`src/rtl/arm_mode_pkg.sv`:
```
// Mode encodings, vector offsets, sequencer states and SPSR layout shared
// by the exception sequencer and its banked SPSR/LR register file.
package arm_mode_pkg;

   localparam logic [4:0] MODE_USR = 5'b10000;
   localparam logic [4:0] MODE_FIQ = 5'b10001;
   localparam logic [4:0] MODE_IRQ = 5'b10010;
   localparam logic [4:0] MODE_SVC = 5'b10011;
   localparam logic [4:0] MODE_ABT = 5'b10111;
   localparam logic [4:0] MODE_UND = 5'b11011;
   localparam logic [4:0] MODE_SYS = 5'b11111;

   localparam logic [31:0] VEC_OFF_UND = 32'h0000_0004;
   localparam logic [31:0] VEC_OFF_SVC = 32'h0000_0008;
   localparam logic [31:0] VEC_OFF_IRQ = 32'h0000_0018;
   localparam logic [31:0] VEC_OFF_FIQ = 32'h0000_001C;

   // SPSR field positions (17-bit word)
   localparam int SPSR_W        = 17;
   localparam int SPSR_NZCV_HI  = 16;
   localparam int SPSR_NZCV_LO  = 13;
   localparam int SPSR_I        = 12;
   localparam int SPSR_F        = 11;
   localparam int SPSR_T        = 10;
   localparam int SPSR_M_HI     = 4;

   typedef enum logic [3:0] {
      IDLE, E_OUT, E_SW, E_IN, E_JMP, R_OUT, R_SW, R_IN, R_JMP
   } seq_state_t;

   // Field order mirrors the bit positions above, MSB first
   typedef struct packed {
      logic [3:0] nzcv;
      logic       i;
      logic       f;
      logic       t;
      logic [4:0] rsvd;
      logic [4:0] m;
   } spsr_t;

   typedef struct packed {
      logic       we;
      logic [1:0] idx;
      spsr_t      spsr;
      logic [31:0] lr;
   } bank_wr_t;

   function automatic logic is_legal_mode(input logic [4:0] m);
      case (m)
         MODE_USR, MODE_FIQ, MODE_IRQ, MODE_SVC,
         MODE_ABT, MODE_UND, MODE_SYS: return 1'b1;
         default:                      return 1'b0;
      endcase
   endfunction

   function automatic logic is_privileged(input logic [4:0] m);
      return is_legal_mode(m) && (m != MODE_USR);
   endfunction

   // Only the four exception modes this block enters own an SPSR/LR bank
   function automatic logic has_spsr(input logic [4:0] m);
      return (m == MODE_FIQ) || (m == MODE_IRQ) || (m == MODE_SVC) || (m == MODE_UND);
   endfunction

   function automatic logic [1:0] bank_idx(input logic [4:0] m);
      case (m)
         MODE_FIQ: return 2'd0;
         MODE_IRQ: return 2'd1;
         MODE_UND: return 2'd3;
         default:  return 2'd2;
      endcase
   endfunction

endpackage

```
`src/rtl/mode_bank_regs.sv`:
```
// Four-entry SPSR+LR register file indexed by exception mode.
// One synchronous write port, one combinational read port.
module mode_bank_regs
   import arm_mode_pkg::*;
(
   input  logic        clk,
   input  logic        rst,
   input  bank_wr_t    wr,
   input  logic [1:0]  rd_idx,
   output spsr_t       rd_spsr,
   output logic [31:0] rd_lr
);

   spsr_t       spsr_q [4];
   logic [31:0] lr_q   [4];

   // bank write on exception entry; reset clears every bank
   always_ff @(posedge clk) begin
      if (rst) begin
         for (int k = 0; k < 4; k++) begin
            spsr_q[k] <= '0;
            lr_q[k]   <= '0;
         end
      end else if (wr.we) begin
         spsr_q[wr.idx] <= wr.spsr;
         lr_q[wr.idx]   <= wr.lr;
      end
   end

   assign rd_spsr = spsr_q[rd_idx];
   assign rd_lr   = lr_q[rd_idx];

endmodule

```
`src/rtl/exception_sequencer.sv`:
```
// Mode/exception controller: selects entries/returns at instruction
// boundaries, drives the SP_out -> mode switch -> SP_in handshake for the
// banked stack, then redirects fetch.
module exception_sequencer
   import arm_mode_pkg::*;
#(
   parameter logic [31:0] VEC_BASE   = 32'h0000_0000,
   parameter logic [4:0]  RESET_MODE = 5'b10011
)(
   input  logic        clk,
   input  logic        rst,
   input  logic        instr_done,
   input  logic        fiq,
   input  logic        irq,
   input  logic        und_req,
   input  logic        svc_req,
   input  logic        eret,
   input  logic        msr_we,
   input  logic [7:0]  msr_data,
   input  logic [3:0]  cpsr_flags,
   input  logic [31:0] pc_next,
   output logic [4:0]  M,
   output logic        SP_out,
   output logic        SP_in,
   output logic        I_bit,
   output logic        F_bit,
   output logic        pc_load,
   output logic [31:0] pc_target,
   output logic [3:0]  flags_restore,
   output logic        exc_ack,
   output logic        ret_ack,
   output logic        busy
);

   seq_state_t  state;
   logic        t_bit;
   logic [4:0]  tgt_mode;
   logic [31:0] tgt_vec;
   logic [31:0] lr_hold;

   bank_wr_t    bank_wr;
   spsr_t       rd_spsr;
   logic [31:0] rd_lr;

   logic        sel_entry, sel_ret, sel_nop_ret;
   logic [4:0]  sel_mode;
   logic [31:0] sel_off;
   logic        unused_rsvd;

   assign unused_rsvd = ^rd_spsr.rsvd;

   mode_bank_regs u_bank (
      .clk     (clk),
      .rst     (rst),
      .wr      (bank_wr),
      .rd_idx  (bank_idx(M)),
      .rd_spsr (rd_spsr),
      .rd_lr   (rd_lr)
   );

   // request priority and start conditions, evaluated only in IDLE
   always_comb begin
      sel_mode = MODE_SVC;
      sel_off  = VEC_OFF_SVC;
      if (fiq && !F_bit) begin
         sel_mode = MODE_FIQ;  sel_off = VEC_OFF_FIQ;
      end else if (irq && !I_bit) begin
         sel_mode = MODE_IRQ;  sel_off = VEC_OFF_IRQ;
      end else if (und_req) begin
         sel_mode = MODE_UND;  sel_off = VEC_OFF_UND;
      end
      sel_entry = (state == IDLE) && instr_done &&
                  ((fiq && !F_bit) || (irq && !I_bit) || und_req || svc_req);
      // ret_ack guard stops a still-held eret from re-firing the one-cycle ack
      sel_ret     = (state == IDLE) && instr_done && eret && !sel_entry && !ret_ack && has_spsr(M);
      sel_nop_ret = (state == IDLE) && instr_done && eret && !sel_entry && !ret_ack && !has_spsr(M);
   end

   // bank write lands on the E_OUT->E_SW edge, capturing the pre-switch state
   always_comb begin
      bank_wr           = '0;
      bank_wr.we        = (state == E_OUT);
      bank_wr.idx       = bank_idx(tgt_mode);
      bank_wr.spsr.nzcv = cpsr_flags;
      bank_wr.spsr.i    = I_bit;
      bank_wr.spsr.f    = F_bit;
      bank_wr.spsr.t    = t_bit;
      bank_wr.spsr.m    = M;
      bank_wr.lr        = lr_hold;
   end

   // sequencer FSM with registered handshake/redirect outputs
   always_ff @(posedge clk) begin
      if (rst) begin
         state         <= IDLE;
         M             <= RESET_MODE;
         I_bit         <= 1'b1;
         F_bit         <= 1'b1;
         t_bit         <= 1'b0;
         SP_out        <= 1'b0;
         SP_in         <= 1'b0;
         pc_load       <= 1'b0;
         pc_target     <= '0;
         flags_restore <= '0;
         exc_ack       <= 1'b0;
         ret_ack       <= 1'b0;
         busy          <= 1'b0;
         tgt_mode      <= RESET_MODE;
         tgt_vec       <= '0;
         lr_hold       <= '0;
      end else begin
         SP_out  <= 1'b0;
         SP_in   <= 1'b0;
         pc_load <= 1'b0;
         exc_ack <= 1'b0;
         ret_ack <= 1'b0;
         case (state)
            IDLE: begin
               if (sel_entry) begin
                  state    <= E_OUT;
                  SP_out   <= 1'b1;
                  busy     <= 1'b1;
                  tgt_mode <= sel_mode;
                  tgt_vec  <= VEC_BASE + sel_off;
                  lr_hold  <= pc_next;
               end else if (sel_ret) begin
                  state  <= R_OUT;
                  SP_out <= 1'b1;
                  busy   <= 1'b1;
               end else if (sel_nop_ret) begin
                  ret_ack <= 1'b1;
               end else if (msr_we && is_privileged(M)) begin
                  I_bit <= msr_data[7];
                  F_bit <= msr_data[6];
                  t_bit <= msr_data[5];
                  if (is_legal_mode(msr_data[4:0]))
                     M <= msr_data[4:0];
               end
            end
            E_OUT: begin
               state <= E_SW;
               M     <= tgt_mode;
               I_bit <= 1'b1;
               if (tgt_mode == MODE_FIQ)
                  F_bit <= 1'b1;
            end
            E_SW: begin
               state <= E_IN;
               SP_in <= 1'b1;
            end
            E_IN: begin
               state     <= E_JMP;
               pc_load   <= 1'b1;
               pc_target <= tgt_vec;
               exc_ack   <= 1'b1;
            end
            E_JMP: begin
               state <= IDLE;
               busy  <= 1'b0;
            end
            R_OUT: begin
               state         <= R_SW;
               M             <= rd_spsr.m;
               I_bit         <= rd_spsr.i;
               F_bit         <= rd_spsr.f;
               t_bit         <= rd_spsr.t;
               flags_restore <= rd_spsr.nzcv;
               lr_hold       <= rd_lr;
            end
            R_SW: begin
               state <= R_IN;
               SP_in <= 1'b1;
            end
            R_IN: begin
               state     <= R_JMP;
               pc_load   <= 1'b1;
               pc_target <= lr_hold;
               ret_ack   <= 1'b1;
            end
            R_JMP: begin
               state <= IDLE;
               busy  <= 1'b0;
            end
            default: begin
               state <= IDLE;
               busy  <= 1'b0;
            end
         endcase
      end
   end

endmodule
```
`config.mk`:
```
export PLATFORM = sky130hd
export DESIGN_NAME = exception_sequencer
export DESIGN_NICKNAME = d
export VERILOG_FILES = /design/src/rtl/arm_mode_pkg.sv /design/src/rtl/mode_bank_regs.sv /design/src/rtl/exception_sequencer.sv
export SDC_FILE = /design/constraint.sdc
export NUM_CORES = 1
export LEC_CHECK = 0
export CORE_AREA = 5 5 185 187
export DETAILED_ROUTE_END_ITERATION = 8
export DIE_AREA = 0 0 190 192
export SETUP_SLACK_MARGIN = 0.05
export SLEW_MARGIN = 30
export SYNTH_ARGS = -nofsm -noshare
export SYNTH_HDL_FRONTEND = slang
export SYNTH_HIERARCHICAL = 1
export SYNTH_SLANG_ARGS = --single-unit
```
`constraint.sdc`:
```
create_clock -name clk -period 3.3 [get_ports clk]
set_input_delay 0.33 -clock clk [delete_from_list [all_inputs] [get_ports clk]]
set_output_delay 0.33 -clock clk [all_outputs]
set_load 0.005 [all_outputs]
```
==> results.toml <==
[flow_run]
cap_viol_max_count = 0

[power_and_ir_drop]
switchingPower_mw = 3.37
swShare = 0.316
p_comb_frac = 0.294
seqPwrFrac = 0.425
p_int_mw = 7.29
peakVddDrop_mv = 0.460
leakagePower_nw = 4.90
clock_power_share = 0.281
total_power_mw = 10.7
p_per_area_nw_per_um2 = 763

[detailed_routing]
routedWlPerCell_um = 19.6
drt_pass1_iterations = 5
vias = 7302
drt_iter0_drc = 516
vias_per_cell = 4.97
drt_wl_total_um = 28700
drtAntennaViolNets = 0
drc = 0

[global_routing]
grt-ovfl-total = 0
antenna_found_initial = 2
grt_max_degree = 65
grt_pass1_vias = 7514
grt_pass1_wl_um = 44100
grt_usage = 0.156

[setup_path]
critical_path_depth = 6
reg2reg_depth = 6
crit_fanout = 12
critPathKind = "reg -> reg"
path_delay_family = "simple AND/OR/NAND/NOR gates"
cp_slowest_cell = "dfxtp_1"
critPathArrivalTime_ns = 3.12
cp-start-kind = "flop"
max_stage_delay_ns = 0.56
path_cells = "nor2b_1, nand2b_1, nor2_1, nor2b_4, buf_4, and2_1"
critPathBufInv = 1
worstPathRequired_ns = 3.70
endpoint_kind = "flop"

[clock_network]
path_clk_slew_ns = 0.06
root_buffer = "clkbuf_16"
clkLatencyLatePin_ns = 0.53
clock_path_buffers = 3
hold_buffers = 0
post_cts_resized = 0
clock_sinks = 263
post-cts-setup-buffers = 0
cts_tree = "yes"
cts_inserted_buffers = 29
htreeDepth = 1

[timing]
fin_skew_ns = 0.00998
fmax_mhz = 367
fin_tns_setup_ns = 0
hold_viol_final = 0
slew_headroom = 0.424
setup_viol = 0
tightest_slew_ns = 0.864
maxSlewViolCount = 0
fin_crit_ns = 2.72
rsz0062_at_grt = "false"
min_period_over_period = 0.825

[finish]
antennaDiodeCount = 0
area_growth_syn_to_layout_pct = 19.0
most-common-layout-cells = "and2_1, edfxtp_1, nand2_1"
layout.nets = 1058
layout_commonest_cell = "and2_1"
drive_gt1_frac = 0.152

[place]
port_buffers = 100
place.gp.congestion = 0.810
dp_hpwl_um = 17700

[floorplan]
ios = 102
core_um2 = 32300
dieArea_um2 = 36500
row_count = 66
die_h_um = 192
initial_utilization = 0.363
die_w_um = 190

[run_status]
status = "finished, final reports clean"

[logic_synthesis]
avgSynthCellArea_um2 = 12.7
syn-num-nets = 974
synth_cells = 921
synth-warning-count = 6
syn_area_um2 = 11700

[min_path]
min_path_cells = 2
min_path_type = "in -> reg"
## power groups by stage
stage | sequential, mW | clock (mW) | combinational [mW]
floorplan | 4.37 | 0 | 2.53
global placement | 4.59 | 0 | 3.14
detailed placement | 4.60 | 0 | 3.18
CTS | 4.54 | 3.07 | 3.19
global route | 4.61 | 3.20 | 3.40
finish | 4.53 | 2.99 | 3.14
## through the flow
step | util | area [um^2] | setup WS (ns) | cells | hold WS, ns
3_3_place_gp | 0.405 | 13100 | 0.593 | 1416 | 0.441
4_1_cts | 0.432 | 14000 | 0.557 | 1469 | 0.287
5_1_grt | 0.432 | 14000 | 0.351 | 1469 | 0.313
6_report | 0.432 | 14000 | 0.577 | 1469 | 0.306
3_5_place_dp | 0.405 | 13100 | 0.575 | 1416 | 0.444
2_1_floorplan | - | 11700 | 0.988 | 921 | 0.416
## flip-flops by register name, indices dropped and copies added (netlist names), 3 cells and up
name and count:
u_bank/spsr_q 44, tgt_mode 3, flags_restore 4, M 5, state 4, lr_hold 32, tgt_vec 3, pc_target 32
u_bank/lr_q 128
## final timing paths
path	to	from	slack (ns)
setup / recovery	u_bank/lr_q[3][5]	state[0]	0.58
hold / removal	flags_restore[2]	rst	0.31
setup reg to reg	u_bank/lr_q[3][5]	state[0]	0.58
hold reg to reg	pc_target[29]	pc_target[29]	0.45
## area by class of cell
| type | count | area (um^2) |
|---|---|---|
| clock buffers | 49 | 861 |
| clock inverters | 4 | 23.8 |
| fillers | 2978 | 18300 |
| inverters | 4 | 15.0 |
| multi-input cells | 578 | 4280 |
| flip-flops and latches | 263 | 6990 |
| well taps | 442 | 553 |
| repair buffers | 129 | 1240 |
## per-layer routing
metal / vias up / wire, um / GRT usage
li1: 3487 / - / -
met1: 3591 / 12400 / 0.203
met2: 179 / 14300 / 0.272
met3: 41 / 1600 / 0.0278
met4: 4 / 469 / 0.0370
met5: - / 14 / 0
Power figures use the tool's default switching activity.
